$ cat src/rtl/nonblocking_delay_channel.sv
// Multi-lane fixed-latency message channel with no backpressure, synchronous flush and occupancy outputs.
// Optional delivered-message counter enabled by defining NONBLOCKING_DELAY_CHANNEL_COUNTER_EN.
module nonblocking_delay_channel #(
    parameter int WIDTH       = 8,
    parameter int CHANNELS    = 1,
    parameter int LATENCY     = 1,
    parameter int COUNT_WIDTH = 16
) (
    input  logic                                  clk,
    input  logic                                  reset,
    input  logic                                  initialize,
    input  logic [CHANNELS*WIDTH-1:0]             in_data,
    input  logic [CHANNELS-1:0]                   in_valid,
    output logic [CHANNELS*WIDTH-1:0]             out_data,
    output logic [CHANNELS-1:0]                   out_valid,
    output logic                                  busy,
    output logic [$clog2(CHANNELS*LATENCY+1)-1:0] in_flight
`ifdef NONBLOCKING_DELAY_CHANNEL_COUNTER_EN
    ,
    output logic [COUNT_WIDTH-1:0]                delivered_count
`endif
);

    localparam int STAGES = CHANNELS * LATENCY;
    localparam int IFW    = $clog2(STAGES + 1);

    if (WIDTH < 1 || CHANNELS < 1 || LATENCY < 1 || COUNT_WIDTH < 1) begin : g_bad_params
        $error("nonblocking_delay_channel: all parameters must be >= 1");
    end

    // Stage s of lane c lives at flat index c*LATENCY+s; the last stage of each lane is the output.
    logic [STAGES-1:0]       valid_q, valid_d;
    logic [STAGES*WIDTH-1:0] data_q, data_d;
    logic [IFW-1:0]          in_flight_sum;

    always_comb begin
        valid_d = '0;
        data_d  = data_q;
        if (!initialize) begin
            for (int c = 0; c < CHANNELS; c++) begin
                for (int s = 0; s < LATENCY; s++) begin
                    if (s == 0) begin
                        valid_d[c*LATENCY] = in_valid[c];
                        if (in_valid[c]) begin
                            data_d[(c*LATENCY)*WIDTH +: WIDTH] = in_data[c*WIDTH +: WIDTH];
                        end
                    end else begin
                        valid_d[c*LATENCY+s] = valid_q[c*LATENCY+s-1];
                        if (valid_q[c*LATENCY+s-1]) begin
                            data_d[(c*LATENCY+s)*WIDTH +: WIDTH] =
                                data_q[(c*LATENCY+s-1)*WIDTH +: WIDTH];
                        end
                    end
                end
            end
        end
    end

    always_ff @(posedge clk or negedge reset) begin
        if (!reset) begin
            valid_q <= '0;
            data_q  <= '0;
        end else begin
            valid_q <= valid_d;
            data_q  <= data_d;
        end
    end

    for (genvar g = 0; g < CHANNELS; g++) begin : g_lane_out
        assign out_valid[g]                = valid_q[g*LATENCY+LATENCY-1];
        assign out_data[g*WIDTH +: WIDTH]  = data_q[(g*LATENCY+LATENCY-1)*WIDTH +: WIDTH];
    end

    always_comb begin
        in_flight_sum = '0;
        for (int i = 0; i < STAGES; i++) begin
            in_flight_sum = in_flight_sum + IFW'(valid_q[i]);
        end
    end

    assign in_flight = in_flight_sum;
    assign busy      = |valid_q;

`ifdef NONBLOCKING_DELAY_CHANNEL_COUNTER_EN
    // Sum is computed one popcount wider than the counter so saturation is detected without wrap.
    localparam int PCW = $clog2(CHANNELS + 1);
    localparam int SW  = COUNT_WIDTH + PCW;
    localparam logic [SW-1:0] SAT = {{PCW{1'b0}}, {COUNT_WIDTH{1'b1}}};

    logic [COUNT_WIDTH-1:0] count_q, count_d;
    logic [SW-1:0]          count_sum;

    always_comb begin
        count_sum = SW'(count_q);
        for (int c = 0; c < CHANNELS; c++) begin
            count_sum = count_sum + SW'(out_valid[c]);
        end
        if (initialize) begin
            count_d = '0;
        end else if (count_sum > SAT) begin
            count_d = '1;
        end else begin
            count_d = count_sum[COUNT_WIDTH-1:0];
        end
    end

    always_ff @(posedge clk or negedge reset) begin
        if (!reset) begin
            count_q <= '0;
        end else begin
            count_q <= count_d;
        end
    end

    assign delivered_count = count_q;
`endif

endmodule

$ cat config.mk
export PLATFORM = sky130hd
export DESIGN_NAME = nonblocking_delay_channel
export DESIGN_NICKNAME = d
export VERILOG_FILES = /design/src/rtl/nonblocking_delay_channel.sv
export SDC_FILE = /design/constraint.sdc
export NUM_CORES = 1
export LEC_CHECK = 0
export CAP_MARGIN = 20
export CORE_AREA = 2 2 39 41
export DETAILED_ROUTE_END_ITERATION = 10
export DIE_AREA = 0 0 41 43
export DONT_BUFFER_PORTS = 1
export PLACE_DENSITY_LB_ADDON = 0.2
export SLEW_MARGIN = 25
export SYNTH_ARGS = -nofsm -noshare
export SYNTH_HDL_FRONTEND = slang
export SYNTH_SLANG_ARGS = --single-unit
export TNS_END_PERCENT = 10
$ cat constraint.sdc
create_clock -name clk -period 1.9 [get_ports clk]
set_clock_uncertainty 0.05 [all_clocks]
set_input_delay 0.285 -clock clk [delete_from_list [all_inputs] [get_ports clk]]
set_output_delay 0.285 -clock clk [all_outputs]
set_load 0.01 [all_outputs]
After elaboration in Yosys (flattened, before gate mapping)
Index checks and enable logic that the tools add are counted.
- bits in registers: 9
- bits in latches: 0
- RAM bits: 0
- memory bits (read-only): 0
- input port bits: 12
- output and inout bits: 11
- logic and storage cells: 5
- memories kept: 0
- add/subtract/negate cells: 0
- multiply operators: 0
- divide/modulo/power cells: 0
- order comparisons: 0
- equal/unequal tests: 0
- shift operators: 0
- mux-type cells: 1
- bitwise operators: 1
- reduce and logical (&&, ||, !) cells: 1
- operators with widths (kind ; number):
    2-bit AND reduction ; 1
    1-bit 2-to-1 mux ; 1
    1-bit inverter ; 1

Logic depth before layout (Yosys ltp)
Gate-level depths: netlist of the first run.
- depth after elaboration: 2
- depth in mapped cells: 3
- mapped depth without buffers: 2

Least setup slack after synthesis of the first run
OpenSTA, ideal clock, no wires.
- path kind: input-to-reg
- from: in in_valid
- to: reg data_q[0], in the netlist out_data[0]
- setup time: 125 ps
- arrival: 838 ps
- data required time: 1725 ps
- setup slack: 887 ps
- stages on the path: 3
- buffers on the path: 1
- cells stage by stage: nor2b_4 > buf_12 > mux2_4
- word-level cells in the longest chain between the ends: 1
- ends and longest elaborated chain (item ; line ; source):
    from (decl) ; 13 ; input logic [CHANNELS-1:0] in_valid,
    2-bit AND reduction (no line) ; -- ;
    to (signal assigned) ; 65 ; data_q <= data_d;
    to (decl) ; 33 ; logic [STAGES*WIDTH-1:0] data_q, data_d;
Every way passes these cells.
A chain may end at the register's enable or synchronous reset.

Worst setup path after layout of the first run
- from: reg valid_q, in the netlist busy
- to: out in_flight
- RTL lines (item ; line ; source):
    from (decl) ; 32 ; logic [STAGES-1:0] valid_q, valid_d;
    from (signal assigned) ; 64 ; valid_q <= valid_d;
    to (decl) ; 17 ; output logic [$clog2(CHANNELS*LATENCY+1)-1:0] in_flight
No word-level cell between the ends.

==> summary.txt, run 1 <==
Outcome
  – Status: finished, final reports clean

Synth
  – #FFs+latches synth: 9
  – Synth warn: 0
  – Netlist cell types: 5
  – Synthesized cell area: between 300 and 400 um^2
  – Synth top area share: between 50 and 60%
  – Cells after synthesis: 21
  – Syn Area/Cell: about 19 um^2
  – Ranking of synthesized cells by area: dfrtp_1, mux2_4, buf_12, buf_4, nor2b_4
  – Synthesized Nets: 33
  – Sequential fraction of the synthesis area: 57.1%
  – Yosys top cell by area: dfrtp_1

Min path
  – Hold WC Path Type: input port to flip-flop

Critical path
  – Critical path class: flip-flop to output port
  – Max FO, Critical Path: 3
  – Worst Path Required: 1.56 ns
  – Critical path data arrival time: 0.74 ns
  – R2R Setup Slk: 1.03 ns
  – Endpoint class of the critical path: output port
  – Setup crit start kind: flip-flop

CTS
  – Cts repair resizes: 0
  – Clk pin slew, worst setup/hold paths: 0.06 ns
  – Num CTS Buffers: 3
  – Clk_lat worst skew: roughly 0.25 ns
  – H-tree Lvls: 1
  – Clk sinks: 9
  – CTS tree: yes
  – CTS root buf: clkbuf_4
  – Clock buffer depth: 2

STA
  – Setup TNS: 0 ns
  – Final worst-path cycle share: 56.7%
  – Fin Hold WS: 0.101 ns
  – Max Clk Rate: 928 MHz
  – # setup viols final: 0
  – Fin crit period: 1.08 ns
  – Slew Viols, Final: 0
  – Final Hold Vio Count: 0
  – Slew HR: between 70 and 80%
  – Least-Margin Pin Slew: 0.389 ns
  – RSZ-0062 raised after global routing: false
  – Final WS setup: 0.822 ns

Global routing
  – Vias in the first global route: 202
  – Initial antenna violation count: 0
  – Global-route total usage across every layer: 8.29%
  – Largest net degree at the start of global routing: 10
  – Grt ovf: 0
  – First-pass GRT wire length: slightly below 900 um

Layout
  – Fill cells: about 140
  – Syn-to-layout area delta: 5.40%
  – Diodes inserted: 0
  – Layout Nets: 36
  – Layout cells sized above 1: a little over half
  – Final cell count without fillers: 39

Place
  – RePlAce Congestion: 0.579
  – Placed insts: 34
  – Place WS: 0.753 ns
  – # port buffers: 0
  – DP Wirelength: 456 um

Pwr
  – Comb pwr share: 11.9%
  – Internal: 0.337 mW
  – Peak supply drop: 0.000225 V
  – Sw power: approximately 0.11 mW
  – Power Total: 0.442 mW
  – Clock power share: about a third
  – Switching Fraction: between 20% and 30%
  – Leak pwr: 0.193 nW
  – Pwr dens: 1060 mW/mm^2
  – Sequential Power Share: 56.6%

Route
  – Per-cell routed wire length: about 15 um
  – Via-to-Cell Ratio: around 4.4
  – Post-route ant nets: 0
  – DRT iter0 DRCs: 0
  – # DRC: 0
  – Final wirelength: 600 um
  – Pre-antenna DRT Iters: 1
  – Via count: ~170

Floorplanning
  – Ports: 23
  – Die span in x: 41 um
  – Row Count: 14
  – Initial core utilization: 28.5%
  – Core area: 0.00138 mm^2
  – Die H: 43 um
  – Die area: 0.00176 mm^2

Run
  – MaxCap Viol Count: 0
[sequential cells by signal, indices dropped and copies added (netlist names)]
signal	flops
out_data	8
busy	1
[power groups by stage]
stage | Clock, mW | Combinational, mW | Sequential [mW]
floorplan | 0 | 0.0537 | 0.248
global placement | 0 | 0.0470 | 0.254
detailed placement | 0 | 0.0486 | 0.255
CTS | 0.147 | 0.0542 | 0.251
global route | 0.162 | 0.0569 | 0.254
finish | 0.139 | 0.0526 | 0.250
[synthesized netlist by cell type, drive strengths merged]
cell and instances:
buf 3, dfrtp 9, nor2b 1, mux2 8
[routing by layer]
metal	GRT usage (%)	up-vias	wire, um	share of wire [%]
met5	0	-	0	0
met4	8.67	0	0	0
met3	5.24	0	89	15
met2	10.6	13	300	50
met1	8.22	86	210	35
li1	-	73	-	-
[final timing paths]
check                             from           to  cells past startpoint
max                               busy    in_flight                      0
max reg2reg                out_data[7]  out_data[7]                      1
max in group asynchronous        reset  out_data[5]                      1
min reg2reg                out_data[4]  out_data[4]                      1
min                         initialize         busy                      1
min in group asynchronous        reset         busy                      1
[logic make-up (layout without fill, tap and decap cells)]
logic type    after synthesis  after routing  synth area share (%)
flops                       9              9                  57.1
buf+inv                     3              5                  8.89
mux                         8              8                  30.5
simple gates                1              1                  3.49
[cell type report]
type                            instances  area [um^2]  share of cell area (%)
Multi-Input combinational cell          9          134                    32.2
Tap cell                               16         20.0                    4.82
Timing Repair Buffer                    1         10.0                    2.41
Sequential cell                         9          225                    54.2
Clock buffer                            4         26.3                    6.33
[cells in the final DEF (no fill, tap or decap), drive strengths merged]
cell type	netlist	layout
dfrtp	9	9
dlygate4sd3	0	1
clkbuf	0	4
nor2b	1	1
mux2	8	8
[repair_timing]
action                                 CTS  global route
buffers inserted                         0             0
hold buffers                             1             0
endpoints found under the hold margin    9             0
[stage by stage]
step | area [um^2] | utilization (%)
detailed placement | 379 | 27.4
global placement | 379 | 27.4
global route | 415 | 30.0
floorplan | 394 | -
CTS | 415 | 30.0
finish | 415 | 30.0
Power figures use the tool's default switching activity.
==> run 2: changes to the inputs <==
Clock period 1.9 ns to 1.1 ns, I/O delays scaled along.
==> summary.txt, run 2 (synthesis results as in run 1) <==
Layout
  – Diodes inserted: 0 (unchanged)
  – Final cell count without fillers: 48 (+23%)
  – Commonest cells after routing, fill and taps aside: dfrtp_1, dlygate4sd3_1, mux2_4
  – Layout Nets: 45 (+25%)
  – Max reg flops: 8 (unchanged)
  – Layout cells sized above 1: 40.6% (-12 points)
  – Syn-to-layout area delta: 30.8%
  – Util after Layout: 37.3% (+7.2 points)

Global routing
  – Largest net degree at the start of global routing: 10 (unchanged)
  – Vias in the first global route: 235 (+16%)
  – Initial antenna violation count: 0 (unchanged)
  – Grt ovf: 0 (unchanged)
  – Global-route total usage across every layer: 9.20% (+0.91 points)
  – First-pass GRT wire length: 959 um (+10%)

Route
  – Per-cell routed wire length: 14.1 um (-8.1%)
  – Via count: 200 (+16%)
  – Pre-antenna DRT Iters: 1 (unchanged)
  – Met1 Wirelength: 249 um (+19%)
  – Via-to-Cell Ratio: 4.17 (-5.5%)
  – Metal3 WL: 71 um (-20%)
  – Post-route ant nets: 0 (unchanged)
  – Final wirelength: 679 um (+13%)
  – Max Used Layer: met3
  – # DRC: 0 (unchanged)
  – Met2 WL: 359 um (+20%)
  – DRT iter0 DRCs: 0 (unchanged)

Place
  – Placed insts: 35 (+2.9%)
  – # port buffers: 0 (unchanged)
  – DP Wirelength: 453 um (-0.66%)
  – RePlAce Congestion: 0.580 (+0.26%)

Critical path
  – Critical path data arrival time: 0.75 ns (about the same)
  – Reg2Reg Depth: 1 (unchanged)
  – R2R Setup Slk: 0.23 ns (-0.80 ns)
  – Setup crit start kind: flip-flop
  – Worst Path Required: 0.88 ns (-0.68 ns)
  – Endpoint class of the critical path: output port
  – Critical path class: flip-flop to output port
  – Crit path launch: busy
  – R2R Path End: out_data[6]
  – RR Startpoint: out_data[6]
  – Max FO, Critical Path: 3 (unchanged)

Floorplanning
  – Die span in x: 41 um (unchanged)
  – Die H: 43 um (unchanged)
  – Die area: 0.00176 mm^2 (unchanged)
  – Ports: 23 (unchanged)
  – Initial core utilization: 28.5% (unchanged)
  – Row Count: 14 (unchanged)
  – Core area: 0.00138 mm^2 (unchanged)

STA
  – Slew HR: 73.6% (-0.33 points)
  – Fin crit period: about 0.96 ns
  – # setup viols final: 0 (unchanged)
  – Final worst-path cycle share: 87.4%
  – Setup TNS: 0 ns (unchanged)
  – Final Hold Vio Count: 0 (unchanged)
  – Max Clk Rate: about 1000 MHz
  – Least-Margin Pin Slew: 0.394 ns (+0.00501 ns)
  – RSZ-0062 raised after global routing: false
  – Slew Viols, Final: 0 (unchanged)
  – Fin Hold WS: 0.0625 ns (-0.0383 ns)

CTS
  – Clock buffer depth: 2 (unchanged)
  – CTS root buf: clkbuf_4
  – Num CTS Buffers: 3 (unchanged)
  – Clk pin slew, worst setup/hold paths: 0.06 ns (about the same)
  – H-tree Lvls: 1 (unchanged)
  – Clk_lat worst skew: 0.25 ns (about the same)
  – CTS tree: yes
  – Setup bufs post-CTS: 0 (unchanged)
  – Clk sinks: 9 (unchanged)

Outcome
  – Status: finished, final reports clean

Min path
  – WHS Path Cells: 2 (+1)
  – Worst Hold End: busy
  – Hold WC Path Type: input port to flip-flop
  – Hold path start: initialize

Pwr
  – Pwr dens: 1550 mW/mm^2 (+46%)
  – Peak supply drop: 0.000400 V (+78%)
  – Leak pwr: 0.235 nW (+22%)

Run
  – MaxCap Viol Count: 0 (unchanged)
-- run 2: changes by cell type in the layout (fill, tap and decap cells not counted) --
cell	change
dlygate4sd3_1	+8
buf_12	+1
-- run 2: layer usage --
layer | vias up | global-route usage (%)
met1 | 98 | 8.55
met4 | 0 | 10.7
met5 | - | 0
met3 | 0 | 4.71
met2 | 12 | 12.5
li1 | 90 | -
-- run 2: timing repair --
action                     CTS  global route
hold endpoints to repair    14             3
gates resized for setup      0             0
hold buffers                 6             3
setup endpoints to repair    0             0
-- run 2: layout make-up --
class                      instances  area, um^2
clock buffer                       4        26.3
fill                             139         868
multi-input combinational          9         134
sequential                         9         225
tap                               16        20.0
timing repair buffer              10         110
-- run 2: worst max path at each step --
stage | cells past startpoint | endpoint | slack [ns]
floorplan | 3 | out_data[0] | 0.21
global placement | 3 | out_data[2] | 0.19
detailed placement | 3 | out_data[3] | 0.18
CTS | 0 | in_flight | 0.12
global route | 0 | in_flight | 0.08
finish | 0 | in_flight | 0.14
-- run 2: power breakdown --
| group | switching (mW) | leakage (nW) | total (mW) | internal (mW) |
|---|---|---|---|---|
| combinational | 0.0312 | 0.113 | 0.123 | 0.0918 |
| sequential | 0.0565 | 0.107 | 0.433 | 0.377 |
| clock | 0.104 | 0.0150 | 0.243 | 0.139 |
| total | 0.192 | 0.235 | 0.800 | 0.608 |
-- run 2: per-stage QoR --
step	instance area, um^2	setup slack, ns	total power, mW
6_report	515	0.139	0.800
5_1_grt	515	0.0791	0.855
4_1_cts	485	0.122	0.810
3_5_place_dp	399	0.179	0.532
3_3_place_gp	399	0.189	0.529
2_1_floorplan	394	0.207	0.521
==> run 3: changes to the inputs <==
Settings changed: PLACE_DENSITY from default to 0.51, PLACE_DENSITY_LB_ADDON 0.2 to default.
==> summary.txt, run 3 (synthesis results as in run 1) <==
Critical path
  – Worst Path Required: 0.88 ns (about the same)
  – Critical path class: flip-flop to output port
  – Reg2Reg Depth: 1 (unchanged)
  – Endpoint class of the critical path: output port
  – R2R Setup Slk: 0.23 ns (about the same)
  – Setup crit start kind: flip-flop
  – Critical path data arrival time: 0.74 ns (about the same)
  – Worst setup endpoint: out_valid
  – Max FO, Critical Path: 3 (unchanged)
  – Crit path launch: busy
  – CP Depth: 0 (unchanged)
  – R2R Path End: out_data[3]
  – RR Startpoint: out_data[3]

Layout
  – Most common cell after layout, fill and taps aside: dfrtp_1
  – Commonest cells after routing, fill and taps aside: dfrtp_1, mux2_4, dlygate4sd3_1
  – Design Area, Final: 475 um^2 (-7.8%)
  – Layout Nets: 41 (-8.9%)
  – Diodes inserted: 0 (unchanged)
  – Max reg flops: 8 (unchanged)
  – Syn-to-layout area delta: 20.6%
  – Area taken by multi-input logic gates: 134 um^2 (unchanged)
  – Layout cells sized above 1: 46.4% (+5.8 points)
  – Sequential cell area: 225 um^2 (unchanged)
  – Fill cells: 136 (-2.2%)

CTS
  – H-tree Lvls: 1 (unchanged)
  – CTS tree: yes
  – Clk_lat worst skew: 0.25 ns (about the same)
  – Cts repair resizes: 0 (unchanged)
  – Num CTS Buffers: 3 (unchanged)
  – Clock buffer depth: 2 (unchanged)
  – CTS root buf: clkbuf_4
  – Clk pin slew, worst setup/hold paths: 0.06 ns (about the same)
  – Clk sinks: 9 (unchanged)

Route
  – Per-cell routed wire length: 14.0 um (-0.87%)
  – Via-to-Cell Ratio: 4.16 (-0.18%)
  – Final wirelength: 617 um (-9.1%)
  – DRT iter0 DRCs: 2 (+2)
  – Pre-antenna DRT Iters: 4 (+3)
  – Via count: 183 (-8.5%)
  – Post-route ant nets: 0 (unchanged)
  – # DRC: 0 (unchanged)

Floorplanning
  – Initial core utilization: 28.5% (unchanged)
  – Core area: 0.00138 mm^2 (unchanged)
  – Die area: 0.00176 mm^2 (unchanged)
  – Ports: 23 (unchanged)
  – Row Count: 14 (unchanged)
  – Die span in x: 41 um (unchanged)
  – Die H: 43 um (unchanged)

Global routing
  – First-pass GRT wire length: 986 um (+2.8%)
  – Largest net degree at the start of global routing: 10 (unchanged)
  – Global-route total usage across every layer: 9.08% (-0.12 points)
  – Initial antenna violation count: 0 (unchanged)
  – Vias in the first global route: 210 (-11%)
  – Grt ovf: 0 (unchanged)

Pwr
  – Power Total: 0.789 mW (-1.4%)
  – Leak pwr: 0.218 nW (-7.1%)
  – Pwr dens: 1660 mW/mm^2 (+6.9%)
  – Peak supply drop: 0.000420 V (+5.1%)

Place
  – # port buffers: 0 (unchanged)
  – RePlAce Congestion: 0.564 (-2.8%)
  – Cell Area, Placed: 399 um^2 (unchanged)
  – Place WS: 0.180 ns (+0.000913 ns)

STA
  – Slew Viols, Final: 0 (unchanged)
  – Fin crit period: 0.956 ns (-0.00553 ns)
  – Least-Margin Pin Slew: 0.385 ns (-0.00904 ns)
  – RSZ-0062 raised after global routing: false
  – Slew HR: 74.2% (+0.61 points)
  – Final WS setup: 0.144 ns (+0.00553 ns)
  – Fin Hold WS: 0.0115 ns (-0.0510 ns)
  – # setup viols final: 0 (unchanged)
  – Max Clk Rate: 1050 MHz (+0.58%)
  – Setup TNS: 0 ns (unchanged)
  – Final worst-path cycle share: 86.9% (-0.50 points)
  – Final Hold Vio Count: 0 (unchanged)

Min path
  – Hold WC Path Type: input port to flip-flop

Run
  – MaxCap Viol Count: 0 (unchanged)

Outcome
  – Status: finished, final reports clean
[run 3: cell count changes in the layout (fill, tap and decap cells not counted)]
cell,previous run,this run
dlygate4sd3_1,9,5
[run 3: metal layers]
layer | vias to the layer above | GRT usage [%] | routed length, um
met4 | 0 | 8.00 | 0
met5 | - | 0 | 0
li1 | 82 | - | -
met2 | 10 | 12.2 | 320
met1 | 91 | 9.48 | 223
met3 | 0 | 5.24 | 74
[run 3: what timing repair did]
action                    CTS  global route
hold buffers                3             2
buffers inserted            0             0
hold endpoints to repair   11             2
[run 3: final cells by class]
| cell class | count | share of cell area (%) |
|---|---|---|
| multi-input cells | 9 | 28.2 |
| clock buffers | 4 | 5.53 |
| well taps | 16 | 4.21 |
| repair buffers | 6 | 14.7 |
| flip-flops and latches | 9 | 47.4 |
[run 3: worst min-delay path by stage]
stage                   to        from  cells past startpoint
2_1_floorplan         busy       reset                      0
5_1_grt        out_data[4]  in_data[4]                      1
3_3_place_gp          busy       reset                      0
3_5_place_dp          busy       reset                      0
4_1_cts        out_data[6]  in_data[6]                      1
6_report       out_data[5]  in_data[5]                      1
[run 3: stage by stage]
stage | instances | utilization [%]
floorplan | 21 | -
global placement | 35 | 28.8
detailed placement | 35 | 28.8
CTS | 42 | 32.9
global route | 44 | 34.4
finish | 44 | 34.4
[run 3: where the power goes]
part | switching, mW | internal (mW) | total [mW]
clock network | 0.105 | 0.139 | 0.244
registers | 0.0577 | 0.377 | 0.435
logic | 0.0281 | 0.0825 | 0.111
